$ cat config.mk
export PLATFORM = sky130hd
export DESIGN_NAME = ddr4_dq_dir_ctrl_flat
export DESIGN_NICKNAME = d
export VERILOG_FILES = /design/src/rtl/ddr4_dq_dir_ctrl_if.sv /design/src/rtl/ddr4_dq_dir_ctrl.sv /design/src/flat_wrapper.sv
export SDC_FILE = /design/constraint.sdc
export NUM_CORES = 1
export LEC_CHECK = 0
export CORE_MARGIN = 1.5
export CORE_UTILIZATION = 46
export CTS_BUF_LIST = sky130_fd_sc_hd__clkbuf_2 sky130_fd_sc_hd__clkbuf_4 sky130_fd_sc_hd__clkbuf_8
export CTS_CLUSTER_DIAMETER = 30
export DETAILED_ROUTE_END_ITERATION = 8
export GPL_TIMING_DRIVEN = 0
export PLACE_DENSITY = 0.8
export SYNTH_ARGS = -nofsm -noshare
export SYNTH_HDL_FRONTEND = slang
export SYNTH_SLANG_ARGS = --single-unit
$ cat constraint.sdc
create_clock -name clk -period 1.85 [get_ports clk]
set_clock_uncertainty 0.15 [all_clocks]
set_input_delay 0.2775 -clock clk [delete_from_list [all_inputs] [get_ports clk]]
set_output_delay 0.2775 -clock clk [all_outputs]
set_load 0.05 [all_outputs]
$ cat src/rtl/ddr4_dq_dir_ctrl_if.sv
// Direction-control bundle between the DQS direction detector and the
// DQ/DQS/DM pass-through buffer enables. The detector side is the master and
// the controller is the slave.
interface ddr4_dq_dir_ctrl_if #(
    parameter int unsigned CNT_W = 8
);
    logic             wr_drive;
    logic             rd_drive;
    logic             wr_en;
    logic             rd_en;
    logic             dir_busy;
    logic             conflict;
    logic [CNT_W-1:0] conflict_cnt;

    modport master (
        output wr_drive, rd_drive,
        input  wr_en, rd_en, dir_busy, conflict, conflict_cnt
    );

    modport slave (
        input  wr_drive, rd_drive,
        output wr_en, rd_en, dir_busy, conflict, conflict_cnt
    );
endinterface

$ cat src/rtl/ddr4_dq_dir_ctrl.sv
// Registered DQ direction controller for the DDR4 RDIMM simulation wrapper.
// It synchronizes the detector's wr/rd flags and grants glitch-free, mutually
// exclusive buffer enables. Each burst is stretched by a postamble hold, and
// a dead-time turnaround is enforced after every burst.
// Optional feature macro: DDR4_DIR_CTRL_CONFLICT_CNT_EN. It enables the
// saturating conflict-episode counter; when the macro is undefined, the
// counter output is tied to zero.
module ddr4_dq_dir_ctrl #(
    parameter int unsigned SYNC_STAGES = 2,
    parameter int unsigned HOLD_CYCLES = 4,
    parameter int unsigned TURN_CYCLES = 2,
    parameter int unsigned CNT_W       = 8
) (
    input  logic               clk,
    input  logic               rst,
    ddr4_dq_dir_ctrl_if.slave  bus
);
    localparam int unsigned MAXC = (HOLD_CYCLES > TURN_CYCLES) ? HOLD_CYCLES : TURN_CYCLES;
    localparam int unsigned CW   = (MAXC > 2) ? $clog2(MAXC) : 1;
    localparam logic [CW-1:0] HOLD_LD = CW'((HOLD_CYCLES > 0) ? HOLD_CYCLES - 1 : 0);
    localparam logic [CW-1:0] TURN_LD = CW'((TURN_CYCLES > 0) ? TURN_CYCLES - 1 : 0);

    typedef enum logic [2:0] {
        IDLE,
        WR_ACT,
        WR_HOLD,
        RD_ACT,
        RD_HOLD,
        TURN
    } state_t;

    logic [SYNC_STAGES-1:0] wr_sync;
    logic [SYNC_STAGES-1:0] rd_sync;
    logic                   wr_s;
    logic                   rd_s;

    state_t        state, state_n;
    logic [CW-1:0] cnt, cnt_n;

    logic wr_en_q;
    logic rd_en_q;
    logic busy_q;
    logic conflict_q;
    logic [CNT_W-1:0] cnt_q;

    // Synchronizer chains for the asynchronous detector flags.
    always_ff @(posedge clk or posedge rst) begin
        if (rst) begin
            wr_sync <= '0;
            rd_sync <= '0;
        end else begin
            wr_sync[0] <= bus.wr_drive;
            rd_sync[0] <= bus.rd_drive;
            for (int unsigned i = 1; i < SYNC_STAGES; i++) begin
                wr_sync[i] <= wr_sync[i-1];
                rd_sync[i] <= rd_sync[i-1];
            end
        end
    end

    assign wr_s = wr_sync[SYNC_STAGES-1];
    assign rd_s = rd_sync[SYNC_STAGES-1];

    // Next-state and counter logic. At the end of a burst, go to TURN, or
    // skip TURN entirely when no dead time is configured.
    always_comb begin
        state_n = state;
        cnt_n   = cnt;
        case (state)
            IDLE: begin
                if (wr_s && !rd_s) begin
                    state_n = WR_ACT;
                end else if (rd_s && !wr_s) begin
                    state_n = RD_ACT;
                end
            end
            WR_ACT: begin
                if (!wr_s) begin
                    if (HOLD_CYCLES > 0) begin
                        state_n = WR_HOLD;
                        cnt_n   = HOLD_LD;
                    end else begin
                        state_n = (TURN_CYCLES > 0) ? TURN : IDLE;
                        cnt_n   = TURN_LD;
                    end
                end
            end
            WR_HOLD: begin
                if (wr_s && !rd_s) begin
                    state_n = WR_ACT;
                end else if (cnt == '0) begin
                    state_n = (TURN_CYCLES > 0) ? TURN : IDLE;
                    cnt_n   = TURN_LD;
                end else begin
                    cnt_n = cnt - CW'(1);
                end
            end
            RD_ACT: begin
                if (!rd_s) begin
                    if (HOLD_CYCLES > 0) begin
                        state_n = RD_HOLD;
                        cnt_n   = HOLD_LD;
                    end else begin
                        state_n = (TURN_CYCLES > 0) ? TURN : IDLE;
                        cnt_n   = TURN_LD;
                    end
                end
            end
            RD_HOLD: begin
                if (rd_s && !wr_s) begin
                    state_n = RD_ACT;
                end else if (cnt == '0) begin
                    state_n = (TURN_CYCLES > 0) ? TURN : IDLE;
                    cnt_n   = TURN_LD;
                end else begin
                    cnt_n = cnt - CW'(1);
                end
            end
            TURN: begin
                if (cnt == '0) begin
                    state_n = IDLE;
                end else begin
                    cnt_n = cnt - CW'(1);
                end
            end
            default: begin
                state_n = IDLE;
                cnt_n   = '0;
            end
        endcase
    end

    // State register with outputs decoded from the next state, so that the
    // enables come straight from flops and cannot glitch.
    always_ff @(posedge clk or posedge rst) begin
        if (rst) begin
            state      <= IDLE;
            cnt        <= '0;
            wr_en_q    <= 1'b0;
            rd_en_q    <= 1'b0;
            busy_q     <= 1'b0;
            conflict_q <= 1'b0;
        end else begin
            state      <= state_n;
            cnt        <= cnt_n;
            wr_en_q    <= (state_n == WR_ACT) || (state_n == WR_HOLD);
            rd_en_q    <= (state_n == RD_ACT) || (state_n == RD_HOLD);
            busy_q     <= (state_n != IDLE);
            conflict_q <= wr_s & rd_s;
        end
    end

`ifdef DDR4_DIR_CTRL_CONFLICT_CNT_EN
    // Count rising edges of the synchronized overlap. The counter saturates
    // at all-ones instead of wrapping.
    always_ff @(posedge clk or posedge rst) begin
        if (rst) begin
            cnt_q <= '0;
        end else if (wr_s && rd_s && !conflict_q && (cnt_q != '1)) begin
            cnt_q <= cnt_q + CNT_W'(1);
        end
    end
`else
    assign cnt_q = '0;
`endif

    assign bus.wr_en        = wr_en_q;
    assign bus.rd_en        = rd_en_q;
    assign bus.dir_busy     = busy_q;
    assign bus.conflict     = conflict_q;
    assign bus.conflict_cnt = cnt_q;
endmodule

$ cat src/flat_wrapper.sv
// flat-port wrapper written by rule: the top's interface ports become plain ports
module ddr4_dq_dir_ctrl_flat 
#(
    parameter int unsigned SYNC_STAGES = 2,
    parameter int unsigned HOLD_CYCLES = 4,
    parameter int unsigned TURN_CYCLES = 2,
    parameter int unsigned CNT_W       = 8
)
  (clk, rst, bus_wr_drive, bus_rd_drive, bus_wr_en, bus_rd_en, bus_dir_busy, bus_conflict, bus_conflict_cnt);
  ddr4_dq_dir_ctrl_if #(.CNT_W(CNT_W)) bus_i ();
  input  logic clk;
  input  logic rst;
  input wire logic [$bits(bus_i.wr_drive)-1:0] bus_wr_drive;
  input wire logic [$bits(bus_i.rd_drive)-1:0] bus_rd_drive;
  output wire logic [$bits(bus_i.wr_en)-1:0] bus_wr_en;
  output wire logic [$bits(bus_i.rd_en)-1:0] bus_rd_en;
  output wire logic [$bits(bus_i.dir_busy)-1:0] bus_dir_busy;
  output wire logic [$bits(bus_i.conflict)-1:0] bus_conflict;
  output wire logic [$bits(bus_i.conflict_cnt)-1:0] bus_conflict_cnt;
  assign bus_i.wr_drive = bus_wr_drive;
  assign bus_i.rd_drive = bus_rd_drive;
  assign bus_wr_en = bus_i.wr_en;
  assign bus_rd_en = bus_i.rd_en;
  assign bus_dir_busy = bus_i.dir_busy;
  assign bus_conflict = bus_i.conflict;
  assign bus_conflict_cnt = bus_i.conflict_cnt;
  ddr4_dq_dir_ctrl #(.SYNC_STAGES(SYNC_STAGES), .HOLD_CYCLES(HOLD_CYCLES), .TURN_CYCLES(TURN_CYCLES), .CNT_W(CNT_W)) u_core (.clk(clk), .rst(rst), .bus(bus_i));
endmodule
==> results.cfg, run 1 <==
[sta]
rsz0062_at_grt = yes
worst_slew_pin_slew_ns = 0.508
setup_viol = 0
period_needed_ns = 1.82
max_slew_margin_pct = 66.1
finalSetupTns_ns = 0
fin_crit_sh_pct = 98.5
hold_viol_final = 0
slew_violations = 0
fmaxAchievable_ghz = 0.549

[clock_network]
cts_buffer_depth = 2
hold_buffers = 0
clk_latency_ns = 0.27
cts_root_buf = clkbuf_4
cts_tree = yes
h-tree-depth = 1
cts-buffers-inserted = 3
cts.sinks = 13
cts.clk_slew.worst_paths_ns = 0.07

[routing]
wl_mm = 1.36
drt_iter0_drc = 4
ant_nets = 0
post_drt_wl_per_cell_um = 12.5
via_per_inst = 4.98
drcViolationCount = 0
vias = 543
first_pass_iters = 4

[critical_path]
crit_required_ns = 1.85
cp-start-kind = flop
crit_type = flop to flop
crit_arrival_ns = 1.83
cp_max_fo = 6
critical_path.endpoint_type = flop

[finish]
layout.nets = 100
syn2layout_area_growth_pct = 28.7
finalNonFillerCells = 109
drive_above_1_share_pct = 30.1
num_antenna_cells = 0
layout_common_cells = 13 x buf_4, 13 x dfrtp_1, 8 x conb_1, 7 x nor2_1
final_area_um2 = 942

[yosys]
ys_ff_latch = 13
yosys_warnings = 0
synthCells = 71
syn_avg_cell_area_um2 = 10.3
syn-cell-area_um2 = 732
yosysSeqAreaShare_pct = 44.4
netlist-cell-type-count = 27

[power_and_ir_drop]
total_power_mw = 1.63
ir_worst_vdd_uv = 893
p_per_area_mw_per_mm2 = 1730
p_leak_nw = 0.471

[run]
max_cap_violations = 0

[worst_hold_path]
hold_class = input port to asynchronous set/reset pin

[floorplanning]
die_area_mm2 = 0.00184
coreArea_mm2 = 0.00149
die_x_um = 42.9
die_h_um = 42.9
start_util_pct = 49.2
rows = 14
io_pins = 16

[global_route]
antenna_found_initial = 0
grt_usage_pct = 16.4
gr-total-overflow = 0
grt_first_pass_wirelength_mm = 2.13
grt_pass1_vias = 506
grt_max_degree = 14

[placement]
placedCellCount = 101
post-dp-hpwl_um = 974
gp_congestion = 0.779
io_buffers = 7
dpl_cell_area_um2 = 848

[status]
status = finished, final reports clean
==> path summary, 6_finish.rpt <==
kind,cells past startpoint,from,slack [ns],end
min in group clk,0,u_core.wr_sync[0],0.21,u_core.wr_sync[1]
max,6,u_core.cnt[0],0.03,u_core.bus.dir_busy
min,2,rst,0.15,u_core.rd_sync[1]
min reg2reg,0,u_core.wr_sync[0],0.21,u_core.wr_sync[1]
max reg2reg,6,u_core.cnt[0],0.03,u_core.bus.dir_busy
max in group asynchronous,2,rst,1.09,u_core.bus.conflict
==> routing by layer <==
layer | up-vias | track usage (%) | part of all wire, %
met3 | 5 | 2.13 | 4.1
li1 | 271 | - | -
met1 | 253 | 18.1 | 44
met4 | 0 | 13.1 | 2.8
met2 | 14 | 27.6 | 49
met5 | - | 0 | 0
==> timing repair <==
item | CTS | global route
pin swaps | 1 | 0
endpoints found under the setup margin | 3 | 4
endpoints found under the hold margin | 0 | 0
setup buffers | 1 | 3
gates resized for setup | 4 | 5
gates cloned | 0 | 0
==> critical path: stages, from the launching register on <==
cell and delay, ns:
dfrtp_1 0.36, inv_2 0.07, ha_4 0.18, mux2_4 0.27, a22oi_2 0.19, nand4_4 0.15
or3_1 0.33
==> cells in the mapped netlist <==
library cell | n | area [µm²]
o22ai_1 | 2 | 12.5
nor2_1 | 7 | 26.3
a22oi_2 | 1 | 12.5
nand3_1 | 1 | 5.00
a21oi_1 | 3 | 15.0
xor2_1 | 1 | 8.76
mux2_1 | 2 | 22.5
buf_4 | 9 | 67.6
xnor2_1 | 1 | 8.76
ha_1 | 2 | 25.0
nand2_1 | 4 | 15.0
a22oi_1 | 1 | 7.51
nor2b_1 | 1 | 6.26
nor3b_1 | 1 | 7.51
nand3_2 | 1 | 10.0
conb_1 | 1 | 3.75
and2b_4 | 1 | 10.0
o311ai_2 | 1 | 16.3
or3_1 | 1 | 6.26
a22o_1 | 1 | 8.76
nor2b_2 | 1 | 8.76
mux2i_1 | 4 | 40.0
dfrtp_1 | 13 | 325
o211ai_1 | 2 | 15.0
nand4_2 | 1 | 12.5
a32oi_1 | 1 | 8.76
inv_1 | 7 | 26.3
==> per-stage QoR <==
stage / util, % / setup slack (ns) / hold WS, ns
6_report: 63.3 / 0.0270 / 0.155
5_1_grt: 63.3 / -0.0565 / 0.205
4_1_cts: 60.3 / 0.00339 / 0.164
3_5_place_dp: 57.0 / -0.135 / 0.196
3_3_place_gp: 57.0 / -0.0719 / 0.183
2_1_floorplan: - / 0.0421 / 0.00446
==> area by class of cell <==
type                       instances  area, µm²
multi-input combinational         49        368
inverter                           7       26.3
fill                             125        547
timing repair buffer              11        105
tap                               16       20.0
buffer                             9       67.6
clock buffer                       4       30.0
sequential                        13        325
==> report_power, final <==
| part | internal, mW | switching [mW] | total [mW] |
|---|---|---|---|
| logic | 0.452 | 0.543 | 0.994 |
| clock network | 0.0982 | 0.0852 | 0.183 |
| registers | 0.376 | 0.0788 | 0.455 |
| total | 0.926 | 0.707 | 1.63 |
==> kinds of logic after synthesis <==
logic type      count (synthesis)  share of synthesized area [%]
simple gates                   19                           14.7
fa+ha+maj                       2                           3.42
compound gates                 12                           13.2
other cells                     1                          0.512
mux                             6                           8.55
buf+inv                        16                           12.8
xor+xnor                        2                           2.39
flops                          13                           44.4
==> state kept, by name (all words and copies together) (netlist names) <==
register,flops
u_core.wr_sync,2
u_core.bus.conflict,1
u_core.bus.dir_busy,1
u_core.rd_sync,2
u_core.state,3
u_core.bus.wr_en,1
u_core.bus.rd_en,1
u_core.cnt,2
Note: power is estimated with default switching activity, not from simulation.
==> run 2, diff against run 1 <==
--- a/config.mk
+++ b/config.mk
@@ -15,3 +15,4 @@
 export SYNTH_ARGS = -nofsm -noshare
 export SYNTH_HDL_FRONTEND = slang
 export SYNTH_SLANG_ARGS = --single-unit
+export TNS_END_PERCENT = 50
==> results of run 2 <==
No change in the layout: final DEF, timing and power equal those of run 1.
